<file path="config.mk">
export PLATFORM = sky130hd
export DESIGN_NAME = pixel_block_feeder
export DESIGN_NICKNAME = d
export VERILOG_FILES = /design/src/rtl/pixel_block_feeder.sv
export SDC_FILE = /design/constraint.sdc
export NUM_CORES = 1
export LEC_CHECK = 0
export CAP_MARGIN = 0
export CORE_MARGIN = 5
export CORE_UTILIZATION = 27
export CTS_CLUSTER_DIAMETER = 60
export DETAILED_ROUTE_END_ITERATION = 10
export GPL_TIMING_DRIVEN = 0
export PLACE_DENSITY = 0.56
export SYNTH_ARGS = -nofsm -noshare
export SYNTH_HDL_FRONTEND = slang
export SYNTH_SLANG_ARGS = --single-unit
</file>
<file path="constraint.sdc">
create_clock -name CLK -period 6.3 [get_ports CLK]
set_input_delay 1.575 -clock CLK [delete_from_list [all_inputs] [get_ports CLK]]
set_output_delay 1.575 -clock CLK [all_outputs]
set_load 0.1 [all_outputs]
</file>
<file path="src/rtl/pixel_block_feeder.sv">
// Packs an 8-bit pixel stream into 64-bit words and sequences the clear,
// accumulate and result-valid controls of the 8-lane pixel accumulator.
module pixel_block_feeder #(
  parameter int unsigned WORDS_PER_BLOCK = 8
) (
  input  logic        CLK,
  input  logic        RST_N,
  input  logic [7:0]  pix_in,
  input  logic        pix_valid,
  input  logic        pix_last,
  output logic        pix_ready,
  output logic [63:0] in_data,
  output logic        CE,
  output logic        LOAD,
  output logic        ADDSUB,
  output logic        RST,
  output logic        sum_valid,
  output logic [15:0] pixel_count
);

  typedef enum logic [1:0] {CLEAR, FILL, FLUSH, DONE} state_t;

  localparam logic [12:0] LAST_WORD = 13'(WORDS_PER_BLOCK - 1);

  state_t      state, state_nxt;
  logic [2:0]  byte_idx;
  logic [12:0] word_cnt;
  logic [15:0] pix_cnt;
  logic [63:0] part_word;
  logic [63:0] cur_word;
  logic        hs;
  logic        word_done;
  logic        block_end;

  assign ADDSUB = 1'b1;
  assign RST    = ~RST_N;

  always_comb begin
    hs        = pix_valid && pix_ready;
    cur_word  = part_word;
    cur_word[{byte_idx, 3'b000} +: 8] = pix_in;
    word_done = hs && ((byte_idx == 3'd7) || pix_last);
    block_end = word_done && (pix_last || (word_cnt == LAST_WORD));
    state_nxt = state;
    case (state)
      CLEAR:   state_nxt = FILL;
      FILL:    if (block_end) state_nxt = FLUSH;
      FLUSH:   state_nxt = DONE;
      DONE:    state_nxt = CLEAR;
      default: state_nxt = CLEAR;
    endcase
  end

  // Control outputs are registered: the clear issued in CLEAR and each word
  // completed in FILL reach the accumulator during the following cycle.
  always_ff @(posedge CLK) begin
    if (!RST_N) begin
      state       <= CLEAR;
      pix_ready   <= 1'b0;
      in_data     <= '0;
      CE          <= 1'b0;
      LOAD        <= 1'b0;
      sum_valid   <= 1'b0;
      pixel_count <= '0;
      byte_idx    <= '0;
      word_cnt    <= '0;
      pix_cnt     <= '0;
      part_word   <= '0;
    end else begin
      state     <= state_nxt;
      pix_ready <= (state_nxt == FILL);
      LOAD      <= (state == CLEAR);
      CE        <= (state == CLEAR) || word_done;
      in_data   <= word_done ? cur_word : '0;
      sum_valid <= (state == FLUSH);
      if (state == FLUSH) pixel_count <= pix_cnt;
      if (state == DONE) begin
        byte_idx  <= '0;
        word_cnt  <= '0;
        pix_cnt   <= '0;
        part_word <= '0;
      end else if (hs) begin
        pix_cnt <= pix_cnt + 16'd1;
        if (word_done) begin
          part_word <= '0;
          byte_idx  <= '0;
          word_cnt  <= word_cnt + 13'd1;
        end else begin
          part_word <= cur_word;
          byte_idx  <= byte_idx + 3'd1;
        end
      end
    end
  end

endmodule

</file>
==> flow_summary_export.csv, run 1 <==
group,metric,value,unit
clocking,clock-sinks,182,
layout,drive_above_1_share,0.0823,
critical_path,endpoint_kind,"primary output",
clocking,worstSkewPairLatency,0.43,ns
pwr,p_clk_frac,0.443,
outcome,status,"finished, final reports clean",
detailed_routing,first_iter_violations,498,
critical_path,cp_max_fo,10,
global_route,grt_overflow,0,
detailed_routing,via_count,5617,
yosys,yosysUniqueCellTypes,55,
pwr,switching_power,561,uW
placement,dpl_worst_slack,0.807,ns
yosys,synth_top_area_cell,"dfxtp_1",
yosys,syn_area_per_cell,9.46,um2
yosys,syn_area,6970,um2
timing,setup_slack,0.817,ns
yosys,syn_nets,757,
layout,mostFrequentLayoutCells,"182 x dfxtp_1, 96 x nand2_1, 95 x clkdlybuf4s50_1, 73 x nor2_1, 65 x a21oi_1",
global_route,grt_pass1_wl,29.7,mm
global_route,antenna_found_initial,1,
clocking,cts.clk_slew.worst_paths,0.07,ns
yosys,synth_edf_count,0,
layout,design_area,8900,um2
floorplan,fp-row-count,58,
timing,period_share,0.870,
detailed_routing,final_antenna_net_count,0,
yosys,synthCells,737,
floorplan,die_width,171,um
critical_path,crit_arrival,3.91,ns
global_route,grt_max_degree,17,
layout,layout_commonest_cell,"dfxtp_1",
clocking,cts_buffer_depth,2,
clocking,cts_hold_buffers,0,
global_route,track_usage,0.128,
timing,fmax,0.182,GHz
clocking,cts_root_buffer,"clkbuf_16",
min_path,hold_class,"flop to flop",
clocking,cts_inserted_buffers,17,
pwr,power_frac_comb,0.055,
global_route,grt_pass1_vias,5435,
yosys,synth_area_leaders,"dfxtp_1 52%, nand2_1 5.2%, a21oi_1 4.7%",
floorplan,coreArea,25300,um2
detailed_routing,drt-wirelength-per-cell,15.4,um
placement,postPlaceCellArea,8340,um2
flow_run,maxCapViolCount,0,
layout,area_growth,27.6,%
timing,drv_slew,0,
clocking,ctsResizeCount,0,
placement,port_buffers,95,
pwr,power_density,260,nW/um2
timing,min_period,5.48,ns
timing,worst_pin_slew,1.03,ns
critical_path,cp.required,4.72,ns
pwr,intPower,1.75,mW
clocking,cts_max_level,4,
timing,hold_violations,0,
detailed_routing,firstDrtPassIters,7,
detailed_routing,via_per_inst,4.71,
timing,maxSlewHeadroom,0.312,
pwr,leakage,2.98,nW
floorplan,num_io_pins,98,
layout,final_nets,871,
yosys,seq_area_frac_synth,0.523,
yosys,yosys.area.top_type_share,0.523,
pwr,p_sw_frac,0.242,
yosys,synth-async-reset-ratio,0,
clocking,cts_tree,"done",
timing,setup_viol_count_final,0,
placement,dpl.hpwl,13.2,mm
floorplan,die_area,29100,um2
timing,setup_tns,0,ns
timing,clock_skew,0.0230,ns
layout,num_antenna_cells,0,
yosys,synth-seq-cells,182,
placement,gp_congestion,0.853,
floorplan,die_y,171,um
detailed_routing,drt_drc_violations_left,0,
pwr,p_seq_frac,0.502,
clocking,cts_setup_buffers,0,
timing,grt_setup_unrepaired,"false",
critical_path,path_class,"input pin to primary output",
critical_path,crit_path_start_kind,"input pin",
pwr,peakVddDrop,0.165,mV
floorplan,start_util,0.275,
yosys,ys.flop_type,"dfxtp_1",
yosys,ys_warn_count,0,
detailed_routing,drt-total-wl,18.4,mm
## power groups by stage
stage | sequential [mW] | combinational [mW] | clock, mW
6_report | 1.16 | 0.128 | 1.03
5_1_grt | 1.16 | 0.138 | 1.10
4_1_cts | 1.16 | 0.129 | 1.05
3_5_place_dp | 1.19 | 0.128 | 0
3_3_place_gp | 1.19 | 0.128 | 0
2_1_floorplan | 1.20 | 0.0688 | 0
## area by class of cell
cell class / count / area [um2]
Timing Repair Buffer: 95 / 951
Clock inverter: 11 / 114
Clock buffer: 20 / 447
Buffer: 52 / 246
Tap cell: 330 / 413
Sequential cell: 182 / 3640
Multi-Input combinational cell: 493 / 3040
Inverter: 10 / 37.5
Fill cell: 2574 / 16400
## worst paths after layout
path | from | endpoint | slack (ns) | cells past startpoint
worst max-delay path | RST_N | RST | 0.82 | 4
worst min-delay path | part_word[52]$_SDFFE_PP0P_ | in_data[52]$_SDFF_PN0_ | 0.46 | 2
worst max register to register | byte_idx[0]$_SDFFE_PP0P_ | part_word[7]$_SDFFE_PP0P_ | 3.28 | 10
worst min register to register | part_word[52]$_SDFFE_PP0P_ | in_data[52]$_SDFF_PN0_ | 0.46 | 2
## synthesized netlist by cell type, types with 3 or more instances
cell       number
nand2b_1       14
o21ai_0         6
o2bb2ai_1      16
xor2_1          6
clkbuf_1       27
buf_2          14
mux2i_1        22
nand3_1        41
buf_1           6
and2_1          6
nor4b_1         3
nor2_1         73
or3_1           4
buf_6           4
inv_1           9
nor3_1          8
and3_1          4
a21oi_1        65
nand4_1         9
nor4_1          7
dfxtp_1       182
a32o_1         24
a31oi_1         6
nand2b_4        4
ha_1            8
a22o_1         24
xnor2_1        13
a21oi_2         4
nand2_1        96
## sequential cells by signal, indices dropped and copies added (netlist names)
| signal | flops |
|---|---|
| LOAD | 1 |
| sum_valid | 1 |
| pix_ready | 1 |
| word_cnt | 13 |
| CE | 1 |
| pix_cnt | 16 |
| byte_idx | 3 |
| state | 2 |
| in_data | 64 |
| part_word | 64 |
| pixel_count | 16 |
## layer usage
layer | vias to the layer above | GRT usage | wire length, um
met5 | - | 0 | 13
met4 | 2 | 0.0441 | 348
met3 | 22 | 0.0291 | 916
met2 | 123 | 0.200 | 8400
met1 | 2647 | 0.175 | 8700
li1 | 2823 | - | -
## logic make-up (layout without fill, tap and decap cells)
group | count (synthesis) | in the layout | share of synthesized area
and+or+nand+nor | 282 | 282 | 0.195
DFF | 182 | 182 | 0.523
AOI/OAI and AO/OA | 161 | 161 | 0.171
buffers and inverters | 62 | 188 | 0.0407
muxes | 22 | 22 | 0.0316
xor gates and xnor gates | 19 | 19 | 0.0239
adders and majority gates | 8 | 8 | 0.0144
other | 1 | 1 | 0.000538
## worst max-delay path, cell delays in order
cell,delay (ns)
clkdlybuf4s50_1,0.51
clkinv_1,0.21
clkbuf_1,0.39
clkdlybuf4s50_1,1.22
## through the flow
stage | instances | hold slack, ns | power [mW] | util
3_3_place_gp | 1162 | 0.445 | 1.31 | 0.329
5_1_grt | 1193 | 0.480 | 2.39 | 0.351
4_1_cts | 1193 | 0.459 | 2.34 | 0.351
2_1_floorplan | 737 | 0.432 | 1.27 | -
3_5_place_dp | 1162 | 0.448 | 1.32 | 0.329
6_report | 1193 | 0.456 | 2.31 | 0.351
Note: power is estimated with default switching activity, not from simulation.
==> run 2: changes to the inputs <==
--- a/config.mk
+++ b/config.mk
@@ -6,6 +6,7 @@
 export NUM_CORES = 1
 export LEC_CHECK = 0
 export CAP_MARGIN = 0
+export CORE_ASPECT_RATIO = 0.8
 export CORE_MARGIN = 5
 export CORE_UTILIZATION = 27
 export CTS_CLUSTER_DIAMETER = 60
==> flow_summary_export.csv, run 2 (synthesized netlist as in run 1, its figures left out) <==
group,metric,value,unit
outcome,status,"finished, final reports clean",
flow_run,maxCapViolCount,0,
timing,period_share,0.864,
critical_path,path_cells,"clkdlybuf4s50_1, clkinv_1, clkbuf_1, clkdlybuf4s50_1",
critical_path,r2r_setup_slack,3.30,ns
critical_path,endpoint_kind,"primary output",
critical_path,crit_path_start_kind,"input pin",
floorplan,fp-row-count,52,
floorplan,num_io_pins,98,
pwr,power_frac_comb,0.053,
detailed_routing,first_iter_violations,458,
global_route,track_usage,0.129,
critical_path,crit_top_cell,"clkdlybuf4s50_1",
placement,gp_congestion,0.819,
timing,worst_hold_slack,0.453,ns
timing,drv_slew,0,
clocking,cts_hold_buffers,0,
pwr,power,2.41,mW
placement,port_buffers,95,
min_path,hold_class,"flop to flop",
detailed_routing,firstDrtPassIters,7,
clocking,worstSkewPairLatency,0.44,ns
critical_path,r2r-end,"part_word[7]$_SDFFE_PP0P_",
detailed_routing,via_count,5678,
min_path,holdPathEnd,"pixel_count[6]$_SDFFE_PN0P_",
pwr,leakage,3.01,nW
critical_path,slowest_delay,1.22,ns
min_path,holdPathStages,2,
pwr,switching_power,610,uW
clocking,cts_root_buffer,"clkbuf_16",
layout,largestRegisters,"in_data: 64 flops, part_word: 64 flops",
global_route,grt_pass1_wl,30.1,mm
floorplan,coreArea,25400,um2
pwr,p_clk_frac,0.466,
critical_path,rr_startpoint,"byte_idx[0]$_SDFFE_PP0P_",
timing,worst_pin_slew,1.07,ns
timing,setup_viol_count_final,0,
clocking,cts_buffer_depth,2,
layout,num_antenna_cells,0,
pwr,p_seq_frac,0.481,
critical_path,cp.required,4.72,ns
clocking,cts_inserted_buffers,17,
timing,clock_skew,0.00961,ns
global_route,grt_overflow,0,
global_route,antenna_found_initial,0,
layout,final_nets,871,
layout,mostFrequentLayoutCells,"182 x dfxtp_1, 96 x nand2_1, 95 x clkdlybuf4s50_1, 73 x nor2_1, 65 x a21oi_1",
critical_path,cp_max_fo,10,
detailed_routing,drt-total-wl,18.7,mm
critical_path,cp_slowest_cell,"clkdlybuf4s50_1",
detailed_routing,drt_drc_violations_left,0,
timing,grt_setup_unrepaired,"false",
detailed_routing,drt-wirelength-per-cell,15.8,um
critical_path,reg2regPathDepth,10,
pwr,peakVddDrop,0.196,mV
clocking,cts_max_level,4,
detailed_routing,via_per_inst,4.78,
placement,dpl.hpwl,13.4,mm
global_route,grt_max_degree,20,
clocking,ctsResizeCount,0,
critical_path,crit_arrival,3.87,ns
pwr,intPower,1.80,mW
layout,drive_above_1_share,0.0856,
clocking,cts_setup_buffers,0,
floorplan,die_y,154,um
timing,setup_tns,0,ns
global_route,grt_pass1_vias,5290,
timing,maxSlewHeadroom,0.285,
critical_path,path_class,"input pin to primary output",
clocking,cts_tree,"done",
timing,min_period,5.44,ns
layout,layout_commonest_cell,"dfxtp_1",
detailed_routing,final_antenna_net_count,0,
timing,fmax,0.184,GHz
pwr,power_density,269,nW/um2
clocking,cts.clk_slew.worst_paths,0.07,ns
layout,area_growth,28.5,%
floorplan,die_width,190,um
min_path,min-delay-start,"pixel_count[6]$_SDFFE_PN0P_",
timing,hold_violations,0,
floorplan,die_area,29200,um2
floorplan,start_util,0.275,
pwr,p_sw_frac,0.253,
clocking,clock-sinks,182,
-- run 2: worst max-delay path by stage --
stage	slack, ns	start	end	cells after the start
after CTS	0.82	RST_N	RST	4
after floorplan	2.01	RST_N	RST	2
after global placement	0.83	RST_N	RST	4
final	0.86	RST_N	RST	4
after global routing	0.71	RST_N	RST	4
after detailed placement	0.82	RST_N	RST	4
-- run 2: routing by layer --
layer	up-vias	part of all wire	global-route usage	wire length (um)
met5	-	0	0	0
met3	16	0.070	0.0415	1310
met1	2688	0.49	0.188	9200
li1	2825	-	-	-
met4	0	0.012	0.0310	231
met2	149	0.43	0.185	8000
-- run 2: layout make-up --
| type | instances | area, um2 |
|---|---|---|
| buffer | 52 | 246 |
| clock buffer | 17 | 425 |
| clock inverter | 15 | 208 |
| fill | 2551 | 16400 |
| inverter | 10 | 37.5 |
| multi-input combinational | 493 | 3040 |
| sequential | 182 | 3640 |
| tap | 324 | 405 |
| timing repair buffer | 95 | 951 |
-- run 2: per-stage QoR --
stage	std cells	cell area [um2]	utilization	setup WS [ns]
detailed placement	1156	8330	0.328	0.816
global route	1188	8960	0.353	0.711
CTS	1188	8960	0.353	0.815
floorplan	737	6970	-	2.01
finish	1188	8960	0.353	0.857
global placement	1156	8330	0.328	0.826
-- run 2: critical path, delay by kind of cell --
kind                   cells  cell delay, ns
buffers and inverters      4            2.29
-- run 2: power groups by stage --
stage,sequential [mW],clock [mW],combinational (mW)
6_report,1.16,1.12,0.128
2_1_floorplan,1.20,0,0.0688
5_1_grt,1.16,1.20,0.138
3_5_place_dp,1.19,0,0.128
4_1_cts,1.16,1.15,0.129
3_3_place_gp,1.19,0,0.128
